--- src/rtl/reaction_pkg.sv ---
// Shared definitions for the reaction-game round sequencer.
// Contents: FSM state encodings, LFSR geometry and default seed, and the
// target-to-LED one-hot mapping.
package reaction_pkg;

   localparam logic [1:0] ST_IDLE = 2'd0;
   localparam logic [1:0] ST_GAP  = 2'd1;
   localparam logic [1:0] ST_SHOW = 2'd2;
   localparam logic [1:0] ST_DONE = 2'd3;

   // x^7 + x^6 + 1: feedback taps are q[6] and q[5], new bit enters at q[0].
   localparam int LFSR_W      = 7;
   localparam int LFSR_TAP_HI = 6;
   localparam int LFSR_TAP_LO = 5;
   localparam logic [LFSR_W-1:0] LFSR_SEED_DEF = 7'h01;

   // Three LEDs but four LFSR codes: code 2'b11 folds onto target 0.
   function automatic logic [2:0] target_onehot(input logic [1:0] code);
      logic [2:0] oh;
      case (code)
         2'd0:    oh = 3'b001;
         2'd1:    oh = 3'b010;
         2'd2:    oh = 3'b100;
         default: oh = 3'b001;
      endcase
      return oh;
   endfunction

endpackage

--- src/rtl/btn_edge_detect.sv ---
// Rising-edge detector for already-synchronised button levels.
// Ports:
//   clk    in      system clock
//   rst_n  in      async active-low reset
//   btn    in  W   button levels
//   press  out W   high for the cycle in which a button goes 0->1
module btn_edge_detect #(
   parameter int WIDTH = 3
) (
   input  logic             clk,
   input  logic             rst_n,
   input  logic [WIDTH-1:0] btn,
   output logic [WIDTH-1:0] press
);

   logic [WIDTH-1:0] btn_q;

   always_ff @(posedge clk or negedge rst_n) begin
      if (!rst_n) begin
         btn_q <= '0;
      end else begin
         btn_q <= btn;
      end
   end

   assign press = btn & ~btn_q;

endmodule

--- src/rtl/reaction_round_ctrl.sv ---
// Round sequencer for the three-button reaction game: free-running LFSR
// target generator, per-round dark gap and lit window, first-press judging,
// round/hit counting and game-over.
// Ports:
//   clk    in      system clock
//   rst_n  in      async active-low reset
//   start  in      game start request (accepted only in IDLE/DONE)
//   btn    in  3   synchronised button levels
//   led    out 3   one-hot target, non-zero only in SHOW
//   hit    out     one-cycle pulse, correct press
//   miss   out     one-cycle pulse, wrong press or window timeout
//   score  out 4   hits in current/last game
//   busy   out     in GAP or SHOW
//   done   out     in DONE
//
// state | meaning
// IDLE  | after reset, waiting for start
// GAP   | dark interval before a target, presses ignored
// SHOW  | target lit, waiting for first press or timeout
// DONE  | all rounds played, score held until next start
module reaction_round_ctrl
   import reaction_pkg::*;
#(
   parameter int                WINDOW_CYCLES = 8,
   parameter int                GAP_CYCLES    = 4,
   parameter int                ROUNDS        = 15,
   parameter logic [LFSR_W-1:0] LFSR_SEED     = LFSR_SEED_DEF
) (
   input  logic       clk,
   input  logic       rst_n,
   input  logic       start,
   input  logic [2:0] btn,
   output logic [2:0] led,
   output logic       hit,
   output logic       miss,
   output logic [3:0] score,
   output logic       busy,
   output logic       done
);

   localparam int TMR_MAX = (WINDOW_CYCLES > GAP_CYCLES) ? WINDOW_CYCLES : GAP_CYCLES;
   localparam int TMR_W   = $clog2(TMR_MAX + 1);
   localparam logic [TMR_W-1:0] GAP_LOAD = TMR_W'(GAP_CYCLES - 1);
   localparam logic [TMR_W-1:0] WIN_LOAD = TMR_W'(WINDOW_CYCLES - 1);
   localparam logic [3:0]       ROUNDS_C = 4'(ROUNDS);

   logic [1:0]        state;
   logic [LFSR_W-1:0] lfsr;
   logic [TMR_W-1:0]  tmr;
   logic [3:0]        round_cnt;
   logic [3:0]        round_nxt;
   logic [2:0]        press;

   btn_edge_detect #(.WIDTH(3)) u_edge (
      .clk   (clk),
      .rst_n (rst_n),
      .btn   (btn),
      .press (press)
   );

   assign round_nxt = round_cnt + 4'd1;

   always_ff @(posedge clk or negedge rst_n) begin
      if (!rst_n) begin
         state     <= ST_IDLE;
         lfsr      <= LFSR_SEED;
         tmr       <= '0;
         round_cnt <= '0;
         led       <= '0;
         hit       <= 1'b0;
         miss      <= 1'b0;
         score     <= '0;
         busy      <= 1'b0;
         done      <= 1'b0;
      end else begin
         lfsr <= {lfsr[LFSR_W-2:0], lfsr[LFSR_TAP_HI] ^ lfsr[LFSR_TAP_LO]};
         hit  <= 1'b0;
         miss <= 1'b0;

         case (state)
            ST_IDLE, ST_DONE: begin
               if (start) begin
                  score     <= '0;
                  round_cnt <= '0;
                  tmr       <= GAP_LOAD;
                  state     <= ST_GAP;
                  busy      <= 1'b1;
                  done      <= 1'b0;
               end
            end

            ST_GAP: begin
               if (tmr == '0) begin
                  led   <= target_onehot(lfsr[1:0]);
                  tmr   <= WIN_LOAD;
                  state <= ST_SHOW;
               end else begin
                  tmr <= tmr - 1'b1;
               end
            end

            ST_SHOW: begin
               // A press seen on the final window cycle wins over the timeout.
               if ((press != '0) || (tmr == '0)) begin
                  // led holds the latched target for the whole of SHOW.
                  if ((press != '0) && (press == led)) begin
                     hit   <= 1'b1;
                     score <= score + 4'd1;
                  end else begin
                     miss <= 1'b1;
                  end
                  led       <= '0;
                  round_cnt <= round_nxt;
                  if (round_nxt == ROUNDS_C) begin
                     state <= ST_DONE;
                     busy  <= 1'b0;
                     done  <= 1'b1;
                  end else begin
                     tmr   <= GAP_LOAD;
                     state <= ST_GAP;
                  end
               end else begin
                  tmr <= tmr - 1'b1;
               end
            end

            default: begin
               state <= ST_IDLE;
               led   <= '0;
               busy  <= 1'b0;
               done  <= 1'b0;
            end
         endcase
      end
   end

endmodule

--- config.mk ---
export PLATFORM = sky130hd
export DESIGN_NAME = reaction_round_ctrl
export DESIGN_NICKNAME = d
export VERILOG_FILES = /design/src/rtl/reaction_pkg.sv /design/src/rtl/btn_edge_detect.sv /design/src/rtl/reaction_round_ctrl.sv
export SDC_FILE = /design/constraint.sdc
export NUM_CORES = 1
export LEC_CHECK = 0
export CAP_MARGIN = 20
export CORE_MARGIN = 5
export CORE_UTILIZATION = 59
export DETAILED_ROUTE_END_ITERATION = 10
export GPL_TIMING_DRIVEN = 0
export PLACE_DENSITY = 0.83
export SYNTH_ARGS = -nofsm -noshare
export SYNTH_HDL_FRONTEND = slang
export SYNTH_SLANG_ARGS = --single-unit
--- constraint.sdc ---
create_clock -name clk -period 4.65 [get_ports clk]
set_input_delay 0.465 -clock clk [delete_from_list [all_inputs] [get_ports clk]]
set_output_delay 0.465 -clock clk [all_outputs]
set_load 0.1 [all_outputs]
==> flow_summary.json <==
{
  "syn_area_sq_um": 1560,
  "route.detailed.drc": 0,
  "synthCells": 147,
  "synth_seq_cells": 31,
  "relSlewSlack_pct": 35.3,
  "yosys.cell_types.count": 41,
  "critPathKind": "reg -> out",
  "die_area_sq_um": 3760,
  "drt-pass1-iter-count": 4,
  "slowest_delay_ns": 1.16,
  "cap_violations": 0,
  "finalHoldViolCount": 0,
  "switchingPower_mw": 0.409,
  "multiInputGateArea_sq_um": 737,
  "yosysSeqAreaShare_pct": 50.0,
  "synth-edff-count": 0,
  "fin_crit_sh_pct": 51.2,
  "fmax_ghz": 0.420,
  "synth_flop_cell": "dfrtp_1",
  "async_flop_share_pct": 100,
  "use_met1_pct": 24.6,
  "synth_top_area_share_pct": 48.3,
  "drt_iter0_markers": 43,
  "grt_max_degree": 18,
  "hold_buffers": 0,
  "cts_num_sinks": 31,
  "path_cells": "clkdlybuf4s50_1",
  "die_width_um": 61.3,
  "clkPwrFrac_pct": 18.4,
  "fin_area_sq_um": 1850,
  "regArea_sq_um": 777,
  "row_count": 18,
  "crit_buf_inv": 1,
  "layout.nets": 186,
  "placed_area_sq_um": 1780,
  "fin_worst_skew_ns": 0.0117,
  "grt_overflow": 0,
  "cp.required_ns": 4.18,
  "synth_area_leaders": "dfrtp_1 (48%), ha_1 (7.2%), o21ai_0 (3.9%)",
  "worstPathArrival_ns": 1.92,
  "synth.avg_cell_area_sq_um": 10.6,
  "cts-root-buf": "clkbuf_4",
  "antenna_found_initial": 0,
  "utilization_pct": 74.0,
  "ir_drop_mv": 0.459,
  "path_max_fanout": 4,
  "synth_largest_area_cell": "dfrtp_1",
  "sw_frac_of_total_pct": 42.3,
  "top_usage_layer": "met2",
  "numCtsBuffers": 5,
  "leakage_nw": 0.813,
  "grt_pass1_vias": 1197,
  "setup_tns_ns": 0,
  "htree_num_levels": 2,
  "start_util_pct": 62.2,
  "setup_viol": 0,
  "total_power_mw": 0.967,
  "grt_usage_pct": 19.7,
  "fin_crit_ns": 2.38,
  "nFillCells": 175,
  "grtUsageMet2_pct": 31.6,
  "syn_nets": 162,
  "portBuffers": 16,
  "crit_family": "buffers and inverters",
  "clk_pin_slew_ns": 0.09,
  "p_int_mw": 0.558,
  "clockBufferDepth": 2,
  "diodes": 0,
  "worst_slew_pin_slew_ns": 0.968,
  "cts_resized": 0,
  "critPathLaunchType": "flop",
  "dp.cells": 194,
  "rsz0062_at_grt": "false",
  "drv_slew": 0,
  "yosysMostFrequentCell": "dfrtp_1",
  "antenna_left": 0,
  "pwr-share-seq_pct": 36.4,
  "worst_slack_ns": 2.27,
  "pre_cts_ws_ns": 2.09,
  "grt_pass1_wl_um": 5360,
  "cts_tree": "built",
  "die_h_um": 61.3,
  "holdCritPathClass": "reg -> reg",
  "core_sq_um": 2500,
  "globalRouteMet3Util_pct": 4.19,
  "synth_common_cells": "dfrtp_1 (30), nand2_1 (15), o21ai_0 (12), nor2_1 (10)",
  "syn_to_final_growth_pct": 18.9,
  "place.gp.congestion": 0.845,
  "clkLatencyLatePin_ns": 0.33,
  "p_per_area_nw_per_um2": 523,
  "dp_hpwl_um": 2240,
  "finalWirelength_um": 2930,
  "wire_per_inst_um": 14.5,
  "yosysWarnings": 0,
  "whs_ns": 0.361,
  "final_cells": 202,
  "outcome": "completed",
  "ios": 17,
  "layout-drive-gt1-share_pct": 9.88,
  "cp-end-kind": "primary output",
  "p_comb_share_pct": 45.2,
  "vias": 1194,
  "cts_setup_buffers": 0,
  "vias_per_cell": 5.91,
  "cp_slowest_cell": "clkdlybuf4s50_1"
}
==> final cells by class <==
| cell class | count | share of cell area (%) |
|---|---|---|
| plain buffers | 2 | 0.406 |
| repair buffers | 17 | 10.1 |
| inverters | 9 | 1.83 |
| multi-input cells | 105 | 39.9 |
| well taps | 30 | 2.03 |
| clock buffers | 8 | 3.72 |
| flip-flops and latches | 31 | 42.0 |
==> sequential cells by signal, summed over array words and instances, names as in the netlist, 2 cells and up <==
register	cells
led	3
state	2
lfsr	7
round_cnt	4
u_edge.btn_q	3
tmr	4
score	4
==> routing by layer <==
metal / part of all wire [%] / up-vias / wire length (um)
li1: - / 570 / -
met1: 44 / 569 / 1300
met2: 46 / 45 / 1360
met3: 7.0 / 10 / 204
met4: 2.3 / 0 / 68
met5: 0 / - / 0
==> power groups by stage <==
| stage | clock (mW) | sequential [mW] | combinational [mW] |
|---|---|---|---|
| 2_1_floorplan | 0 | 0.404 | 0.276 |
| 3_3_place_gp | 0 | 0.352 | 0.413 |
| 3_5_place_dp | 0 | 0.357 | 0.432 |
| 4_1_cts | 0.180 | 0.352 | 0.438 |
| 5_1_grt | 0.195 | 0.360 | 0.486 |
| 6_report | 0.178 | 0.352 | 0.438 |
==> worst paths after layout <==
| check | startpoint | to | slack [ns] | cells after the start |
|---|---|---|---|---|
| max | led[0] | led[0] | 2.27 | 1 |
| min | lfsr[3] | lfsr[4] | 0.36 | 0 |
| min in group asynchronous | rst_n | round_cnt[0] | 0.57 | 1 |
| min reg2reg | lfsr[3] | lfsr[4] | 0.36 | 0 |
| max reg2reg | tmr[0] | score[3] | 2.37 | 7 |
| max in group asynchronous | rst_n | lfsr[0] | 3.46 | 2 |
==> cell families (layout without fill, tap and decap cells) <==
| kind of cell | count (synthesis) | after routing | synth area share [%] |
|---|---|---|---|
| simple gates | 49 | 49 | 18.3 |
| compound gates | 38 | 38 | 16.7 |
| flops | 31 | 31 | 50.0 |
| buf+inv | 11 | 36 | 2.65 |
| fa+ha+maj | 9 | 9 | 7.24 |
| xor+xnor | 8 | 8 | 4.51 |
| mux | 1 | 1 | 0.724 |
==> cell usage in the layout (no fill, tap or decap), drive strengths merged, types with 3 or more instances in the layout <==
cell type	n
xor2	3
a22o	3
clkdlybuf4s50	16
nor2	10
dfrtp	30
a31oi	3
nand3	3
xnor2	5
nand2	15
nor2b	3
clkbuf	10
ha	9
o21ai	13
a21o	3
inv	9
nand2b	5
(Power assumes the default switching activity.)
